### src/rtl/keypad_pkg.sv
// rtl/keypad_pkg.sv - shared types and key constants for the keypad scan reader
package keypad_pkg;

  typedef enum logic [2:0] {
    ST_SCAN,
    ST_SAMPLE,
    ST_EMIT0,
    ST_EMIT1,
    ST_EMIT2,
    ST_EMIT3
  } scan_state_t;

  typedef struct packed {
    logic       press;
    logic [3:0] code;
  } key_evt_t;

  localparam logic [3:0] KEY_DO          = 4'd0;
  localparam logic [3:0] KEY_RE          = 4'd1;
  localparam logic [3:0] KEY_MI          = 4'd2;
  localparam logic [3:0] KEY_MODE_DX     = 4'd13;
  localparam logic [3:0] KEY_MODE_QHC    = 4'd14;
  localparam logic [3:0] KEY_MODE_MANUAL = 4'd15;

  function automatic logic [3:0] key_index(input logic [1:0] row_idx, input logic [1:0] col_idx);
    return {row_idx, col_idx};
  endfunction

endpackage

### src/rtl/keypad_evt_fifo.sv
// rtl/keypad_evt_fifo.sv - synchronous key-event FIFO with full/empty and drop indication
module keypad_evt_fifo #(
  parameter int DEPTH = 4,
  parameter int WIDTH = 5
) (
  input  logic             clk,
  input  logic             rst,
  input  logic             push,
  input  logic [WIDTH-1:0] push_data,
  input  logic             pop,
  output logic [WIDTH-1:0] pop_data,
  output logic             full,
  output logic             empty,
  output logic             dropped
);

  localparam int AW = $clog2(DEPTH);

  logic [WIDTH-1:0] mem [DEPTH];
  logic [AW-1:0]    wr_ptr;
  logic [AW-1:0]    rd_ptr;
  logic [AW:0]      count;
  logic             push_ok;
  logic             pop_ok;

  assign full     = (count == (AW+1)'(DEPTH));
  assign empty    = (count == '0);
  assign pop_ok   = pop && !empty;
  // A pop in the same cycle frees the slot, so a push to a full queue still lands.
  assign push_ok  = push && (!full || pop_ok);
  assign dropped  = push && !push_ok;
  assign pop_data = mem[rd_ptr];

  always_ff @(posedge clk) begin
    if (push_ok) begin
      mem[wr_ptr] <= push_data;
    end
  end

  always_ff @(posedge clk) begin
    if (rst) begin
      wr_ptr <= '0;
      rd_ptr <= '0;
      count  <= '0;
    end else begin
      if (push_ok) begin
        wr_ptr <= wr_ptr + AW'(1);
      end
      if (pop_ok) begin
        rd_ptr <= rd_ptr + AW'(1);
      end
      case ({push_ok, pop_ok})
        2'b10:   count <= count + (AW+1)'(1);
        2'b01:   count <= count - (AW+1)'(1);
        default: count <= count;
      endcase
    end
  end

endmodule

### src/rtl/keypad_scan_reader.sv
// rtl/keypad_scan_reader.sv - 4x4 keypad row scanner with per-key debounce and event queue
// Define KEYPAD_RELEASE_EVT_EN to queue release events as well as presses.
module keypad_scan_reader
  import keypad_pkg::*;
#(
  parameter int SCAN_DIV       = 12000,
  parameter int DEBOUNCE_SCANS = 4,
  parameter int FIFO_DEPTH     = 4
) (
  input  logic        clk,
  input  logic        rst,
  input  logic [3:0]  col,
  output logic [3:0]  row,
  output logic        key_valid,
  input  logic        key_ready,
  output logic [3:0]  key_code,
  output logic        key_press,
  output logic [15:0] key_held,
  output logic        overflow
);

  localparam int DW = $clog2(SCAN_DIV);

  scan_state_t state;
  scan_state_t state_next;
  logic [DW-1:0] slot_cnt;
  logic          slot_last;
  logic [1:0]    row_idx;
  logic [1:0]    row_smp;
  logic [3:0]    col_smp;
  logic [3:0]    toggled;
  logic [3:0]    stab_cnt [16];

  logic          evt_push;
  key_evt_t      evt_in;
  key_evt_t      evt_head;
  logic [1:0]    emit_col;
  logic [3:0]    emit_key;
  logic          fifo_full;
  logic          fifo_empty;
  logic          fifo_dropped;
  logic          fifo_pop;

  assign slot_last = (slot_cnt == DW'(SCAN_DIV - 1));
  assign row       = ~(4'b0001 << row_idx);

  always_ff @(posedge clk) begin
    if (rst) begin
      slot_cnt <= '0;
      row_idx  <= 2'd0;
      col_smp  <= 4'hF;
      row_smp  <= 2'd0;
    end else if (slot_last) begin
      slot_cnt <= '0;
      row_idx  <= row_idx + 2'd1;
      col_smp  <= col;
      row_smp  <= row_idx;
    end else begin
      slot_cnt <= slot_cnt + DW'(1);
    end
  end

  always_ff @(posedge clk) begin
    if (rst) begin
      state <= ST_SCAN;
    end else begin
      state <= state_next;
    end
  end

  always_comb begin
    state_next = state;
    emit_col   = 2'd0;
    case (state)
      ST_SCAN:   if (slot_last) state_next = ST_SAMPLE;
      ST_SAMPLE: state_next = ST_EMIT0;
      ST_EMIT0:  begin emit_col = 2'd0; state_next = ST_EMIT1; end
      ST_EMIT1:  begin emit_col = 2'd1; state_next = ST_EMIT2; end
      ST_EMIT2:  begin emit_col = 2'd2; state_next = ST_EMIT3; end
      ST_EMIT3:  begin emit_col = 2'd3; state_next = ST_SCAN;  end
      default:   state_next = ST_SCAN;
    endcase
  end

  // The sampled row's four keys are debounced together in SAMPLE; EMITc then reads toggled[c].
  always_ff @(posedge clk) begin
    if (rst) begin
      key_held <= '0;
      toggled  <= '0;
      for (int k = 0; k < 16; k++) begin
        stab_cnt[k] <= '0;
      end
    end else if (state == ST_SAMPLE) begin
      for (int c = 0; c < 4; c++) begin
        if (!col_smp[c] != key_held[key_index(row_smp, 2'(c))]) begin
          if (stab_cnt[key_index(row_smp, 2'(c))] == 4'(DEBOUNCE_SCANS - 1)) begin
            key_held[key_index(row_smp, 2'(c))] <= !key_held[key_index(row_smp, 2'(c))];
            stab_cnt[key_index(row_smp, 2'(c))] <= '0;
            toggled[c] <= 1'b1;
          end else begin
            stab_cnt[key_index(row_smp, 2'(c))] <= stab_cnt[key_index(row_smp, 2'(c))] + 4'd1;
            toggled[c] <= 1'b0;
          end
        end else begin
          stab_cnt[key_index(row_smp, 2'(c))] <= '0;
          toggled[c] <= 1'b0;
        end
      end
    end
  end

  logic in_emit;
  assign in_emit  = (state == ST_EMIT0) || (state == ST_EMIT1) ||
                    (state == ST_EMIT2) || (state == ST_EMIT3);
  assign emit_key = key_index(row_smp, emit_col);

`ifdef KEYPAD_RELEASE_EVT_EN
  assign evt_push     = in_emit && toggled[emit_col];
  assign evt_in.press = key_held[emit_key];
`else
  assign evt_push     = in_emit && toggled[emit_col] && key_held[emit_key];
  assign evt_in.press = 1'b1;
`endif
  assign evt_in.code  = emit_key;

  assign fifo_pop = key_valid && key_ready;

  keypad_evt_fifo #(
    .DEPTH (FIFO_DEPTH),
    .WIDTH (5)
  ) u_fifo (
    .clk       (clk),
    .rst       (rst),
    .push      (evt_push),
    .push_data (evt_in),
    .pop       (fifo_pop),
    .pop_data  (evt_head),
    .full      (fifo_full),
    .empty     (fifo_empty),
    .dropped   (fifo_dropped)
  );

  assign key_valid = !fifo_empty;
  assign key_code  = key_valid ? evt_head.code : 4'd0;
  assign key_press = key_valid && evt_head.press;

  always_ff @(posedge clk) begin
    if (rst) begin
      overflow <= 1'b0;
    end else if (fifo_dropped) begin
      overflow <= 1'b1;
    end
  end

endmodule

### config.mk
export PLATFORM = sky130hd
export DESIGN_NAME = keypad_scan_reader
export DESIGN_NICKNAME = d
export VERILOG_FILES = /design/src/rtl/keypad_pkg.sv /design/src/rtl/keypad_evt_fifo.sv /design/src/rtl/keypad_scan_reader.sv
export SDC_FILE = /design/constraint.sdc
export NUM_CORES = 1
export LEC_CHECK = 0
export ABC_CLOCK_PERIOD_IN_PS = 2600
export BUFFER_PORTS_ARGS = -buffer_cell sky130_fd_sc_hd__buf_4
export CORE_MARGIN = 5
export CORE_UTILIZATION = 55
export DETAILED_ROUTE_END_ITERATION = 10
export GPL_TIMING_DRIVEN = 0
export PLACE_DENSITY = 0.82
export RECOVER_POWER = 50
export SYNTH_ARGS = -nofsm -noshare
export SYNTH_HDL_FRONTEND = slang
export SYNTH_SLANG_ARGS = --single-unit
### constraint.sdc
create_clock -name clk -period 2.6 [get_ports clk]
set_input_delay 0.13 -clock clk [delete_from_list [all_inputs] [get_ports clk]]
set_output_delay 0.13 -clock clk [all_outputs]
set_load 0.01 [all_outputs]
**Yosys cells after proc, flatten, opt, wreduce, memory -nomap -nowiden**

Memories as Yosys holds them, arrays and structs flattened. A register that Yosys moved wholly into a read port is not among the register bits.
Index checks and enable logic that the tools add are counted.

- Bits in writable memories: 80
- Bits in registers: 53
- Memories: 2
- Input bits: 7
- Word-level logic and storage cells: 228

- Magnitude comparators: 10
- Bitwise operators: 9
- Reductions and logical operators: 34
- Shifts and indexed selects: 1
- Eq/ne operators: 18
- Mux-type cells: 133
- Add/subtract/negate cells: 10

Memory list:

| memory | words | width | read ports | clocked after memory_dff | write ports | line | text |
|---|---|---|---|---|---|---|---|
| stab_cnt | 16 | 4 | 4 | 4 | 16 | keypad_scan_reader.sv:32 | `logic [3:0] stab_cnt [16];` |
| u_fifo.mem | 4 | 4 | 1 | 1 | 1 | keypad_evt_fifo.sv:19 | `logic [WIDTH-1:0] mem [DEPTH];` |

Operators by type and width:

| operator | number |
|---|---|
| 16-bit two-way mux | 14 |
| 4-bit two-way mux | 25 |
| 1-bit two-way mux | 74 |
| 16-bit bitwise mux | 4 |
| 4-bit by 5-bit less-than comparator with 1-bit output (second input constant) | 5 |
| 4-bit by 1-bit adder with 4-bit output (second input constant) | 4 |
| 4-bit by 2-bit equality test with 1-bit output (second input constant) | 4 |
| 4-bit by 1-bit greater-or-equal comparator with 1-bit output (second input constant) | 4 |
| 4-bit OR reduction | 4 |
| 3-bit one-hot mux with 5 select lines | 1 |
| 14-bit by 1-bit adder with 14-bit output (second input constant) | 1 |
| 14-bit equality test (second input constant) | 1 |
| 1-bit logical NOT | 11 |
| 1-bit binary-select mux with 2-bit select | 5 |
| 1-bit logical AND | 10 |
| 3-bit equality test (second input constant) | 3 |
| 1-bit demux with 2-bit select | 4 |
| 1-bit bitwise OR | 8 |
| 2-bit by 1-bit adder with 2-bit output (second input constant) | 3 |
| 3-bit by 2-bit equality test with 1-bit output (second input constant) | 2 |
| 3-bit logical NOT | 2 |
| 2-bit one-hot mux with 3 select lines | 1 |
| 3-bit one-hot mux with 2 select lines | 1 |
| 1-bit binary-select mux with 4-bit select | 1 |
| 16 further kinds | 23 |

**Depth between registers and ports, before layout**

- Depth in word-level cells: 22
- Mapped depth: 13

**Hierarchy**

From an unflattened synthesis, not the netlist that was laid out.

- Cells, all modules: 573
- Area total of the unflattened synthesis: 6,697.7 µm²

By module, submodules not included:

| module | cells an instance | sequential area each (µm²) | area each (µm²) | instances |
|---|---|---|---|---|
| keypad_scan_reader | 492 | 2,882.8 | 5,461.5 | 1 |
| keypad_evt_fifo | 81 | 780.7 | 1,236.2 | 1 |

**Worst setup path after synthesis**

No wires, ideal clock.

- Kind: register to register
- From: register row_smp[0]
- To: register u_fifo.count[2]
- Slack: -19 ps
- Data arrival time: 2,545 ps
- Cell stages (with the launch flop): 12
- Period minus slack after synthesis: 2,619 ps
- Required time: 2,526 ps
- Library setup time: 74 ps
- Cells stage by stage: dfxtp_1 -> buf_6 -> buf_4 -> nand2_1 -> o221a_2 -> a211oi_2 -> buf_2 -> nor2_1 -> fa_1 -> nor4b_1 -> mux2i_1 -> a31oi_1

- Longest elaborated chain between the ends: 6
- Elaborated cells between the ends (all ways): 8
- Those cells by class: eq/ne: 2; mux: 3; reduce/logical: 3

RTL lines:

| item | line | text |
|---|---|---|
| start, declared | keypad_scan_reader.sv:29 | `logic [1:0] row_smp;` |
| start signal, assigned | keypad_scan_reader.sv:57 | `row_smp <= row_idx;` |
| 1-bit binary-select mux with 4-bit select (*) | keypad_scan_reader.sv:121 | `assign evt_push = in_emit && toggled[emit_col] && key_held[emit_key];` |
| 1-bit two-way mux (not written as such) (*) | keypad_scan_reader.sv:121 |  |
| 1-bit logical AND (*) | keypad_scan_reader.sv:121 |  |
| 1-bit logical AND (*) | keypad_evt_fifo.sv:30 | `assign push_ok = push && (!full \|\| pop_ok);` |
| 2-bit by 1-bit equality test with 1-bit output / 2-bit equality test (equally long branches) | keypad_evt_fifo.sv:52 | `case ({push_ok, pop_ok})` |
| 3-bit one-hot mux with 2 select lines / 2-bit nonzero test (equally long branches) | n/a |  |
| end signal, assigned | keypad_evt_fifo.sv:53 | `2'b10: count <= count + (AW+1)'(1);` |
| end signal, assigned | keypad_evt_fifo.sv:54 | `2'b01: count <= count - (AW+1)'(1);` |
| end signal, assigned | keypad_evt_fifo.sv:55 | `default: count <= count;` |
| end, declared | keypad_evt_fifo.sv:22 | `logic [AW:0] count;` |

Mark *: on every way between the ends. The rest lies on a longest branch, timed or not. The select of a mux whose other input is x is not followed.
A chain may end at the register's enable or synchronous reset.

**Worst setup path after layout**

- From: register u_fifo.count[0]
- To: register u_fifo.count[2]

- Longest elaborated chain between the ends: 8
- Elaborated cells between the ends (all ways): 14
- Those cells by class: add/sub: 2; eq/ne: 3; mux: 1; reduce/logical: 8

RTL lines:

| item | line | text |
|---|---|---|
| 3-bit logical NOT | keypad_evt_fifo.sv:27 | `assign empty = (count == '0);` |
| 1-bit logical NOT | keypad_evt_fifo.sv:28, keypad_scan_reader.sv:143 |  |
| 1-bit logical AND | keypad_scan_reader.sv:126 | `assign fifo_pop = key_valid && key_ready;` |
| 1-bit logical AND | keypad_evt_fifo.sv:28 | `assign pop_ok = pop && !empty;` |
| 1-bit logical OR | keypad_evt_fifo.sv:30 |  |
| 1-bit logical AND | keypad_evt_fifo.sv:30 |  |
| 2-bit by 1-bit equality test with 1-bit output / 2-bit equality test (equally long branches) | keypad_evt_fifo.sv:52 |  |
| 3-bit one-hot mux with 2 select lines / 2-bit nonzero test (equally long branches) | n/a |  |

Parallel ways exist; a longest one is shown, timed or not.

==> impl_results.md <==
- Vias in the first global route: 4536
- Largest net degree at the start of global routing: 17
- Post-synthesis mux area share: 10.7%
- VDD IR max: 0.500 mV
- Most used DFF post-synth: edfxtp_1
- Crit Path Class: register to register
- Area delta synth->final: 15.4%
- Vias: 4474
- Seq/Total Area, Yosys: 55.2%
- Setup total negative slack: 0 ps
- Yosys cell types: 51
- Hold Path End: col_smp[0]
- R2r endpoint: u_fifo.count[2]
- Clock Skew: 10.3 ps
- Worst EP arrival: 2860 ps
- Most frequent cells in the layout: nor2_1, edfxtp_1, dfxtp_1, clkbuf_1, nand2_1
- Routability cong.: 0.811
- Initial Utilization: 56.2%
- DRT iter0 DRCs: 549
- Worst hold path type: input pin to register
- Port buffer count: 32
- Final hold slack: 24.7 ps
- Max Buffers Root-to-Sink: 2
- Clock sink count: 137
- Wirelength, routed: 14600 um
- Post-Synth Adder-Cell Area: 2.85%
- Drt pass-1 iters: 5
- Cells after Synth: 544
- Area of the core: 11400 um^2
- R2R cell count: 8
- Commonest non-fill, non-tap cell in the layout: nor2_1
- Layout cell share with drive strength beyond 1: 18.2%
- Worst r2r src: u_fifo.count[0]
- Main combinational cell family by area after synthesis: simple AND/OR/NAND/NOR gates
- Routed WL per cell: 19.4 um
- Warnings from Yosys: 0
- Simple-Gate Fraction of Synth Area: 17.5%
- Hold_sp: col[0]
- Total GRT Usage: 21.2%
- Final Hold Vio Count: 0
- Combinational group share of total power: 2.2%
- PD cells: 650 nW/um^2
- Final Critical Period: 2510 ps
- Antenna Cells: 0
- Clk_lat worst skew: 430 ps
- First-pass GRT wire length: 23400 um
- Mapped Avg Cell Area: 11.8 um^2
- Reg clk slew, reported paths: 60 ps
- Die Span X: 118 um
- Initial antenna violation count: 0
- Fmax: 0.399 GHz
- DRC viols: 0
- Post-synthesis async set-or-reset flop share: 0%
- Crit Path Max Fanout: 10
- Die Footprint: 13900 um^2
- CTS tree: built
- ANT nets after route: 0
- FF+latch count, synth: 137
- Post-synth EDFFs: 80
- Worst hold path depth: 4
- Final slew viol count: 0
- Std cell rows: 39
- H-tree depth: 4
- Die height: 118 um
- Compound-Gate Fraction of Synth Area: 4.12%
- Mapped cell area: 6410 um^2
- Clock root cell: clkbuf_16
- Fin nets: 618
- WP data required: 2950 ps
- Worst setup EP type: register
- HPWL Detailed: 9750 um
- Switching part of the total: 22.8%
- Reg power frac: 48.6%
- I/O pin total: 34
- Pleak: 2.59 nW
- Outcome: completed
- Part of the cycle the worst path needs: 96.4%
- Post-Synth XOR/XNOR Area: 5.87%
- Power Internal: 3.71 mW
- Slew headroom: 58.4%
- Cts bufs inserted: 17
- Grt ovf: 0
- Max-cap violation count: 0
- Reg2reg setup slack: 90 ps
- Worst setup SP type: register
- Cts hold-fix bufs: 0
- Vias per cell: 5.94
- Switching power total: 1.10 mW
- Mapped Nets: 565
- Final setup violation count: 0
- Part of the power in the clock network: 49.2%
- Worst Tran Pin Value: 620 ps
==> logic make-up after synthesis <==
family / count (synthesis)
buf+inv: 48
flops: 137
simple gates: 232
xor+xnor: 43
fa+ha+maj: 14
compound gates: 35
mux: 35
==> cell type report <==
class	count	area, um^2
Buffer	26	150
Clock buffer	17	425
Clock inverter	15	155
Fill cell	832	4020
Inverter	18	67.6
Multi-Input combinational cell	359	2680
Sequential cell	137	3550
Tap cell	143	179
Timing Repair Buffer	38	191
==> worst max-delay path, cell delays in order (launching register included) <==
cell	delay, ps
dfxtp_1	340
clkbuf_1	220
or3_1	580
nand2_1	230
nor2_4	70
fa_2	400
nor4b_2	340
mux2i_1	120
a31oi_1	130
==> per-stage QoR <==
stage	setup slack [ps]	power [mW]	util [%]	cells	cell area (um^2)
CTS	-15.1	4.81	65.7	755	7510
detailed placement	-544	2.49	59.8	719	6830
global route	-65.6	4.93	64.8	753	7400
global placement	-393	2.48	59.8	719	6830
finish	93.7	4.81	64.8	753	7400
floorplan	-19.3	2.45	-	544	6410
==> registers in the layout (all words and copies together), names as in the netlist, named ones only <==
signal / flops
row_idx: 2
key_held: 16
u_fifo.rd_ptr: 2
overflow: 1
stab_cnt: 64
slot_cnt: 14
toggled: 4
state: 3
u_fifo.wr_ptr: 2
col_smp: 4
u_fifo.mem: 16
row_smp: 2
u_fifo.count: 3
==> synthesized netlist by cell type (all sizes together) (4+ instances only) <==
cell | n | area [um^2]
a211o | 6 | 52.6
a21oi | 7 | 35.0
a22oi | 4 | 30.0
and2 | 4 | 25.0
and3 | 4 | 25.0
buf | 18 | 126
clkbuf | 12 | 45.0
dfxtp | 57 | 1140
edfxtp | 80 | 2400
ha | 13 | 163
inv | 18 | 67.6
mux2i | 8 | 80.1
mux4 | 24 | 567
nand2 | 30 | 120
nand2b | 15 | 93.8
nand3 | 27 | 140
nand4 | 8 | 50.1
nor2 | 119 | 449
nor2b | 5 | 31.3
nor3 | 6 | 30.0
o21ai | 4 | 20.0
xnor2 | 19 | 166
xor2 | 24 | 210
==> metal layers <==
layer | GRT usage (%) | part of all wire (%)
met5 | 0 | 0
met4 | 6.45 | 2.0
met3 | 5.29 | 5.6
met2 | 37.8 | 54
met1 | 25.0 | 38
==> worst max path at each step <==
stage / startpoint / end / slack [ps] / cells past startpoint
floorplan: row_smp[0] / u_fifo.count[2] / -20 / 11
global placement: row_smp[0] / u_fifo.count[2] / -390 / 11
detailed placement: row_smp[0] / u_fifo.count[2] / -540 / 11
CTS: state[1] / u_fifo.count[2] / -20 / 10
global route: row_smp[1] / u_fifo.count[2] / -70 / 9
finish: u_fifo.count[0] / u_fifo.count[2] / 90 / 8
==> power groups by stage <==
stage                     combinational (mW)  clock (mW)  sequential (mW)
after detailed placement               0.103           0             2.38
after global placement                0.0999           0             2.38
after floorplan                       0.0720           0             2.38
final                                  0.104        2.37             2.34
after global routing                   0.114        2.48             2.34
after CTS                              0.105        2.37             2.34
==> what timing repair did <==
| item | in CTS | in global routing |
|---|---|---|
| endpoints found under the setup margin | 59 | 46 |
| gates resized for setup | 21 | 8 |
| setup buffers | 5 | 1 |
| pin swaps | 5 | 3 |
| gates cloned | 0 | 0 |
No activity file was read; power rests on OpenSTA's default activity.
